===== config.mk =====
export PLATFORM = sky130hd
export DESIGN_NAME = lockstep_sequencer
export DESIGN_NICKNAME = d
export VERILOG_FILES = /design/src/rtl/lockstep_pkg.sv /design/src/rtl/lockstep_timeout_cnt.sv /design/src/rtl/lockstep_sequencer.sv
export SDC_FILE = /design/constraint.sdc
export NUM_CORES = 1
export LEC_CHECK = 0
export BUFFER_PORTS_ARGS = -buffer_cell sky130_fd_sc_hd__buf_2
export CAP_MARGIN = 30
export CORE_AREA = 2 2 79 51
export DETAILED_ROUTE_END_ITERATION = 8
export DIE_AREA = 0 0 81 53
export PLACE_DENSITY = 0.75
export SLEW_MARGIN = 20
export SYNTH_ARGS = -nofsm -noshare
export SYNTH_HDL_FRONTEND = slang
export SYNTH_HIERARCHICAL = 1
export SYNTH_SLANG_ARGS = --single-unit

===== constraint.sdc =====
create_clock -name clk_i -period 2.52 [get_ports clk_i]
set_clock_uncertainty 0.2 [all_clocks]
set_input_delay 0.252 -clock clk_i [delete_from_list [all_inputs] [get_ports clk_i]]
set_output_delay 0.252 -clock clk_i [all_outputs]
set_load 0.1 [all_outputs]

===== src/rtl/lockstep_pkg.sv =====
// Shared definitions for the dual-core lockstep controller.
// The optional LOCKSTEP_PERF_EN build adds a RUN-cycle counter in the top.
package lockstep_pkg;

    typedef enum logic [2:0] {
        ST_IDLE   = 3'd0,
        ST_HALT   = 3'd1,
        ST_SYNC   = 3'd2,
        ST_RESUME = 3'd3,
        ST_RUN    = 3'd4,
        ST_FAULT  = 3'd5
    } lockstep_state_e;

    // Lockstep control register location and its enable bit.
    localparam logic [31:0] LOCKSTEP_ADDRESS = 32'h10204400;
    localparam int          LOCKSTEP_EN_BIT  = 0;

endpackage


===== src/rtl/lockstep_timeout_cnt.sv =====
// Halt-acknowledge timeout counter. It counts while enabled and flags
// expiry on the last cycle of a window of `limit` cycles.
// A limit of zero disables expiry entirely.
module lockstep_timeout_cnt
    import lockstep_pkg::*;
#(
    parameter int TIMEOUT_W = 8
) (
    input  logic                 clk_i,
    input  logic                 rst_ni,
    input  logic                 clr,
    input  logic                 en,
    input  logic [TIMEOUT_W-1:0] limit,
    output logic                 expired
);

    logic [TIMEOUT_W-1:0] cnt_q;

    // Count up while enabled; clear has priority.
    always_ff @(posedge clk_i or negedge rst_ni) begin
        if (!rst_ni) begin
            cnt_q <= '0;
        end else if (clr) begin
            cnt_q <= '0;
        end else if (en) begin
            cnt_q <= cnt_q + 1'b1;
        end
    end

    assign expired = (limit != '0) && (cnt_q == (limit - 1'b1));

endmodule


===== src/rtl/lockstep_sequencer.sv =====
// Lockstep entry sequencer: halts both cores, pulses a synchronous reset,
// resumes them, then watches the comparator. Counted mismatches re-enter
// lockstep until the retry budget is spent, then the block parks in FAULT.
// Build option: define LOCKSTEP_PERF_EN to count cycles spent in RUN.
// All outputs come from the state register or other flops.
module lockstep_sequencer
    import lockstep_pkg::*;
#(
    parameter int TIMEOUT_W = 8,
    parameter int ERR_CNT_W = 8,
    parameter int MAX_RETRY = 3
) (
    input  logic                 clk_i,
    input  logic                 rst_ni,
    input  logic                 enable_i,
    input  logic [TIMEOUT_W-1:0] timeout_cfg_i,
    input  logic                 clr_err_i,
    input  logic [1:0]           halted_i,
    input  logic                 cmp_valid_i,
    input  logic                 cmp_mismatch_i,
    output logic [1:0]           halt_req_o,
    output logic                 sync_rst_o,
    output logic                 resume_o,
    output logic                 active_o,
    output logic                 err_irq_o,
    output logic                 fault_o,
    output logic [ERR_CNT_W-1:0] err_cnt_o,
    output logic [2:0]           state_o,
    output logic [31:0]          run_cycles_o
);

    localparam logic [ERR_CNT_W-1:0] MAX_RETRY_C = ERR_CNT_W'(MAX_RETRY);

    lockstep_state_e        state_q, state_d;
    logic [ERR_CNT_W-1:0]   err_cnt_q, err_inc;
    logic                   err_irq_q;
    logic                   mismatch_hit;
    logic                   timer_expired;

    // Timer restarts whenever we are outside HALT, so it reads 0 on entry.
    lockstep_timeout_cnt #(
        .TIMEOUT_W (TIMEOUT_W)
    ) u_timeout (
        .clk_i   (clk_i),
        .rst_ni  (rst_ni),
        .clr     (state_q != ST_HALT),
        .en      (state_q == ST_HALT),
        .limit   (timeout_cfg_i),
        .expired (timer_expired)
    );

    assign mismatch_hit = (state_q == ST_RUN) && cmp_valid_i && cmp_mismatch_i;
    assign err_inc      = (&err_cnt_q) ? err_cnt_q : err_cnt_q + 1'b1;

    // State register.
    always_ff @(posedge clk_i or negedge rst_ni) begin
        if (!rst_ni) begin
            state_q <= ST_IDLE;
        end else begin
            state_q <= state_d;
        end
    end

    // Next-state selection; the retry decision uses the pre-clear count.
    always_comb begin
        state_d = state_q;
        case (state_q)
            ST_IDLE:   if (enable_i) state_d = ST_HALT;
            ST_HALT: begin
                if (!enable_i)               state_d = ST_IDLE;
                else if (halted_i == 2'b11)  state_d = ST_SYNC;
                else if (timer_expired)      state_d = ST_FAULT;
            end
            ST_SYNC:   state_d = ST_RESUME;
            ST_RESUME: state_d = ST_RUN;
            ST_RUN: begin
                if (mismatch_hit)  state_d = (err_inc >= MAX_RETRY_C) ? ST_FAULT : ST_HALT;
                else if (!enable_i) state_d = ST_IDLE;
            end
            ST_FAULT:  if (clr_err_i) state_d = ST_IDLE;
            default:   state_d = ST_IDLE;
        endcase
    end

    // Mismatch counter and its interrupt pulse; clear beats a same-cycle count.
    always_ff @(posedge clk_i or negedge rst_ni) begin
        if (!rst_ni) begin
            err_cnt_q <= '0;
            err_irq_q <= 1'b0;
        end else begin
            err_irq_q <= mismatch_hit;
            if (clr_err_i)         err_cnt_q <= '0;
            else if (mismatch_hit) err_cnt_q <= err_inc;
        end
    end

    // Output decode from the registered state.
    always_comb begin
        halt_req_o = 2'b00;
        sync_rst_o = 1'b0;
        resume_o   = 1'b0;
        active_o   = 1'b0;
        fault_o    = 1'b0;
        case (state_q)
            ST_HALT:   halt_req_o = 2'b11;
            ST_SYNC: begin
                halt_req_o = 2'b11;
                sync_rst_o = 1'b1;
            end
            ST_RESUME: resume_o = 1'b1;
            ST_RUN:    active_o = 1'b1;
            ST_FAULT: begin
                halt_req_o = 2'b11;
                fault_o    = 1'b1;
            end
            default: ;
        endcase
    end

    assign err_irq_o = err_irq_q;
    assign err_cnt_o = err_cnt_q;
    assign state_o   = state_q;

`ifdef LOCKSTEP_PERF_EN
    logic [31:0] run_cnt_q;

    // RUN-cycle counter: wraps naturally, holds outside RUN, cleared with errors.
    always_ff @(posedge clk_i or negedge rst_ni) begin
        if (!rst_ni) begin
            run_cnt_q <= '0;
        end else if (clr_err_i) begin
            run_cnt_q <= '0;
        end else if (state_q == ST_RUN) begin
            run_cnt_q <= run_cnt_q + 32'd1;
        end
    end

    assign run_cycles_o = run_cnt_q;
`else
    assign run_cycles_o = 32'd0;
`endif

endmodule


==> results.txt, run 1 <==
DIE AREA = 4290 µm²
CTS tree = built
Setup crit end kind = register
Drt first pass iters = 4
CP max stage delay = 0.55 ns
Fillers = 338
Max IR drop VDD = 0.873 mV
Top Family by Delay on Critical Path = compound AO/OA/AOI/OAI gates
Post-Syn Instances = 202
Post-DR wirelength/cell = 12.1 µm
All-Layer GR Usage = 17.7%
CTS sink count = 20
Reg clk slew, reported paths = 0.07 ns
1st-iter DRT viols = 68
Setup_tns = 0 ns
Starting Density = 47.8%
DR vias/cell = 5.05
Pleak = 0.880 nW
Post-CTS sizing = 0
Mean Syn Cell Area = 8.36 µm²
FF+latch count, synth = 20
Cell Pwr Density = 860 nW/µm²
CP Depth = 6
Area contributors post-synth = dfrtp_1 (30%), buf_4 (15%), nor2_1 (4.9%), xor2_1 (4.7%), mux2i_1 (3.6%)
Post-synth EDFFs = 0
Dominant cell by count in the synthesized netlist = buf_4
M1 GR Usage = 25.6%
Vias in the first global route = 1233
Critical path data required time = 2.49 ns
Post-synth top cells = buf_4 (33), nor2_1 (22), dfrtp_1 (20), nand2_1 (16)
R2R setup slack = 0.29 ns
RSZ-0062 raised after global routing = false
Row cnt = 17
CP Cell Sequence = nor3b_1, buf_4, inv_1, o2111ai_1, o21ai_0, a21oi_1
Post-Layout Inst Area = 1870 µm²
Met3 usage = 4.44%
Worst Reg-to-Reg Cells = 6
Met2 GRT Util = 26.6%
Slowest cell on the critical path = dfrtp_4
DRT antenna net count = 0
Asr flop ratio synth = 100%
Total CTS buffers = 3
Die Wd = 81 µm
Gr busiest metal = met2
Fin nets = 256
Antenna violations before repair = 0
Post-Route WL = 3.43 mm
CTS Hold Bufs = 1
First-pass GRT wire length = 5.73 mm
DPL Wire Length = 2.71 mm
I/O pins = 66
Final Hold Fails = 0
P&R area growth vs syn = 11.0%
Startpoint types = register
Diode count = 0
Clock root buffer = clkbuf_8
Final Setup Violations = 0
Max cap viols = 0
DRC = 0
Bufs and invs on worst path = 2
Core footprint = 3530 µm²
Synth cell types = 47
Status = finished, final reports clean
Layout cells sized above 1 = 23.3%
Max Buffers Root-to-Sink = 2
Grt ovf = 0
Synth top area share = 29.7%
Crit path time final = 2.23 ns
IO buf count = 33
Final Wtd Congestion = 0.936
Post-CTS Setup Bufs = 0
Min-Delay Path Class = primary input to register
Final period util = 88.7%
Top FF cell, synth = dfrtp_1
Synthesis Warnings = 6
WS Path Type = register to register
Placed cell areas = 1810 µm²
Die H = 53 µm
Insertion delay to the later sink of the worst-skew pair = 0.26 ns
Post-Syn Area = 1690 µm²
Register area share after synthesis = 29.7%
Hold depth = 3
Slew Viols, Final = 0
Largest net degree at the start of global routing = 21
CP Max Fanout = 10
Worst endpoint data arrival time = 2.21 ns
Via count = 1428
Maximum clock rate = 448 MHz
Leading area contributor after synthesis = dfrtp_1
CTS H-tree lvls = 1
[placed cells by master, fill, tap and decap left out, drive strengths merged, types with 2 or more instances in the layout]
master,synthesis,final
nand3,8,8
or3,3,3
a21oi,9,9
buf,34,34
nor4,4,4
xor2,9,9
nand4,4,4
a211oi,2,2
nand3b,3,3
inv,8,8
xnor2,5,5
or2,2,2
and2,3,3
mux2i,6,6
o21ai,9,9
nor3b,6,6
conb,1,32
nand2,16,16
nor2,22,22
nor3,5,5
dfrtp,20,20
nand2b,4,4
ha,3,3
clkbuf,2,4
[final timing paths]
path                                    start                  to
max                                state_o[1]  u_timeout/cnt_q[7]
max in group asynchronous              rst_ni          state_o[2]
max reg2reg                        state_o[1]  u_timeout/cnt_q[7]
min in group asynchronous              rst_ni  u_timeout/cnt_q[4]
min                                  enable_i          state_o[1]
min reg2reg                u_timeout/cnt_q[4]  u_timeout/cnt_q[4]
[through the flow]
step	setup WS (ns)	hold WS, ns	utilization [%]	power [mW]	std cells
floorplan	-0.138	-0.244	-	1.30	233
global placement	0.469	0.0281	51.2	1.36	278
detailed placement	0.319	0.0251	51.2	1.37	278
CTS	0.296	0.0726	53.0	1.62	283
global route	0.0597	0.104	53.0	1.69	283
finish	0.286	0.0803	53.0	1.61	283
[per-layer routing]
| metal | vias up | wire [µm] |
|---|---|---|
| met5 | - | 0 |
| met4 | 0 | 29 |
| met3 | 4 | 264 |
| met2 | 61 | 1380 |
| met1 | 655 | 1760 |
| li1 | 708 | - |
[worst register-to-register path, stage by stage (launching register included)]
cell and delay [ns]:
dfrtp_4 0.55, nor3b_1 0.23, buf_4 0.21, inv_1 0.15, o2111ai_1 0.44, o21ai_0 0.18
a21oi_1 0.19
[sequential cells by signal, summed over array words and instances (netlist names)]
signal and count:
err_cnt_o 8, err_irq_o 1, state_o 3, u_timeout/cnt_q 8
[power breakdown]
part           switching, mW  internal [mW]
Clock                  0.105          0.139
Sequential            0.0555          0.356
Combinational          0.798          0.157
Total                  0.958          0.652
[layout make-up]
type	instances	area, µm²	area share, %
Clock buffer	4	55.1	2.94
Multi-Input combinational cell	169	1040	55.4
Timing Repair Buffer	35	183	9.75
Sequential cell	20	509	27.2
Inverter	8	30.0	1.60
Tap cell	47	58.8	3.14
[logic make-up (layout without fill, tap and decap cells)]
family	after synthesis	after routing	share of synthesized area (%)
buffers and inverters	44	47	17.3
and+or+nand+nor	84	84	27.9
adders and majority gates	3	3	2.22
DFF	20	20	29.7
AOI/OAI and AO/OA	30	30	11.9
muxes	6	6	3.56
xor gates and xnor gates	14	14	7.26
other	1	32	0.222
Note: power is estimated with default switching activity, not from simulation.
==> run 2, diff against run 1 <==
- CELL_PAD_IN_SITES_DETAIL_PLACEMENT: default -> 2
- CELL_PAD_IN_SITES_GLOBAL_PLACEMENT: default -> 2
- CORE_AREA: 2 2 79 51 -> 2 2 83 85
- DIE_AREA: 0 0 81 53 -> 0 0 85 87
- PLACE_DENSITY: 0.75 -> 0.74
==> run 2 against run 1 <==
Effect of this change:
- clock-buffer cell count did not move
- die area grew 72%
- routed wire length is 28% higher
- combinational power up 2%
- clock power is 2% higher
- critical path type is now register to output pin
- largest cell class unchanged
==> results.txt, run 2 (synthesized netlist as in run 1, its figures left out) <==
Dpl ws = 0.350 ns
DRC = 0
Row cnt = 30
CTS tree = built
DIE AREA = 7400 µm²
Starting Density = 25.7%
Commonest non-fill, non-tap cell in the layout = buf_2
Layout cells sized above 1 = 23.3%
Multi-input gate area = 1040 µm²
CTS Hold Bufs = 1
Post-DR wirelength/cell = 13.9 µm
Fin nets = 256
Hold depth = 3
Vias in the first global route = 1498
Post-Layout Cell Count = 316
Core footprint = 6570 µm²
CTS sink count = 20
CP max stage delay = 0.46 ns
Reg clk slew, reported paths = 0.08 ns
WS Path Type = register to output pin
RSZ-0062 raised after global routing = false
CP Cell Sequence = inv_1, nand3b_1, o21ai_4, buf_2
Worst endpoint data arrival time = 1.76 ns
Bufs and invs on worst path = 2
Diode count = 0
Drt first pass iters = 3
Final period util = 87.6%
Post-CTS Setup Bufs = 0
Top Family by Delay on Critical Path = buffers and inverters
Final Setup Violations = 0
P&R area growth vs syn = 13.4%
RR Endpoint = u_timeout/cnt_q[7]
R2R setup slack = 0.35 ns
Post-CTS sizing = 0
CP Max Fanout = 6
Final core occ = 29.1%
Post-Route WL = 4.38 mm
Setup ws final = 0.312 ns
Setup crit end kind = output pin
Cell Pwr Density = 853 nW/µm²
Via count = 1471
Critical path data required time = 2.07 ns
Startpoint types = register
All-Layer GR Usage = 11.8%
Grt ovf = 0
Crit path time final = 2.21 ns
1st-iter DRT viols = 32
I/O pins = 66
DPL Wire Length = 3.58 mm
Slew Viols, Final = 0
Placed insts = 311
Worst hold path startpoint = enable_i
Status = finished, final reports clean
IO buf count = 33
Commonest cells after routing, fill and taps aside = buf_2 (33), conb_1 (32), nor2_1 (21), dfrtp_1 (17), nand2_1 (16)
Final Hold Fails = 0
CTS H-tree lvls = 1
Pleak = 0.880 nW
Insertion delay to the later sink of the worst-skew pair = 0.26 ns
Largest net degree at the start of global routing = 21
Die Wd = 85 µm
First-pass GRT wire length = 7.17 mm
Final Wtd Congestion = 0.772
Max IR drop VDD = 0.381 mV
Total CTS buffers = 3
Max cap viols = 0
Die H = 87 µm
Min-Delay Path Class = primary input to register
Worst r2r src = state_o[1]
DRT antenna net count = 0
Max Buffers Root-to-Sink = 2
DR vias/cell = 4.66
Hold endpoint = state_o[1]
Maximum clock rate = 453 MHz
Worst Reg-to-Reg Cells = 5
FF/Latch Area = 509 µm²
Slowest cell on the critical path = dfrtp_2
Antenna violations before repair = 0
Fillers = 792
Clock root buffer = clkbuf_8
==> run 2: metrics by stage <==
stage               power [mW]  setup TNS (ns)  hold slack (ns)  instance area, µm²
floorplan                 1.30          -0.658           -0.244                1840
global placement          1.38               0           0.0364                1850
detailed placement        1.39               0           0.0470                1850
CTS                       1.65               0           0.0761                1910
global route              1.70               0            0.115                1910
finish                    1.63               0           0.0699                1910
==> run 2: routing by layer <==
metal | GRT usage [%] | up-vias | wire length [µm] | part of all wire (%)
met1 | 14.2 | 731 | 1860 | 42
met5 | 0 | - | 0 | 0
met4 | 2.60 | 0 | 43 | 0.98
met3 | 1.23 | 5 | 141 | 3.2
met2 | 22.5 | 28 | 2340 | 53
li1 | - | 707 | - | -
==> run 2: worst max path at each step <==
| stage | to | startpoint | slack [ns] | depth (start not counted) |
|---|---|---|---|---|
| after floorplan | err_cnt_o[5] | state_o[2] | -0.14 | 5 |
| after global placement | state_o[2] | timeout_cfg_i[0] | 0.44 | 9 |
| after detailed placement | state_o[2] | timeout_cfg_i[0] | 0.35 | 9 |
| after CTS | halt_req_o[0] | state_o[0] | 0.29 | 4 |
| after global routing | u_timeout/cnt_q[5] | state_o[1] | 0.16 | 5 |
| final | halt_req_o[0] | state_o[0] | 0.31 | 4 |
==> run 2: tightest hold or removal path, delay by kind of cell <==
| family | cells | cell delay, ns |
|---|---|---|
| and+or+nand+nor | 1 | 0.05 |
| AOI/OAI and AO/OA | 1 | 0.06 |
| buffers and inverters | 1 | 0.13 |
==> run 2: area by class of cell <==
class | instances | area share [%]
repair buffers | 35 | 9.54
clock buffers | 4 | 2.88
well taps | 80 | 5.23
flip-flops and latches | 20 | 26.6
multi-input cells | 169 | 54.2
inverters | 8 | 1.57
==> run 2: report_power, final <==
| group | switching (mW) | internal [mW] | leakage (nW) |
|---|---|---|---|
| clock network | 0.110 | 0.139 | 0.0288 |
| registers | 0.0594 | 0.356 | 0.272 |
| logic | 0.812 | 0.157 | 0.580 |
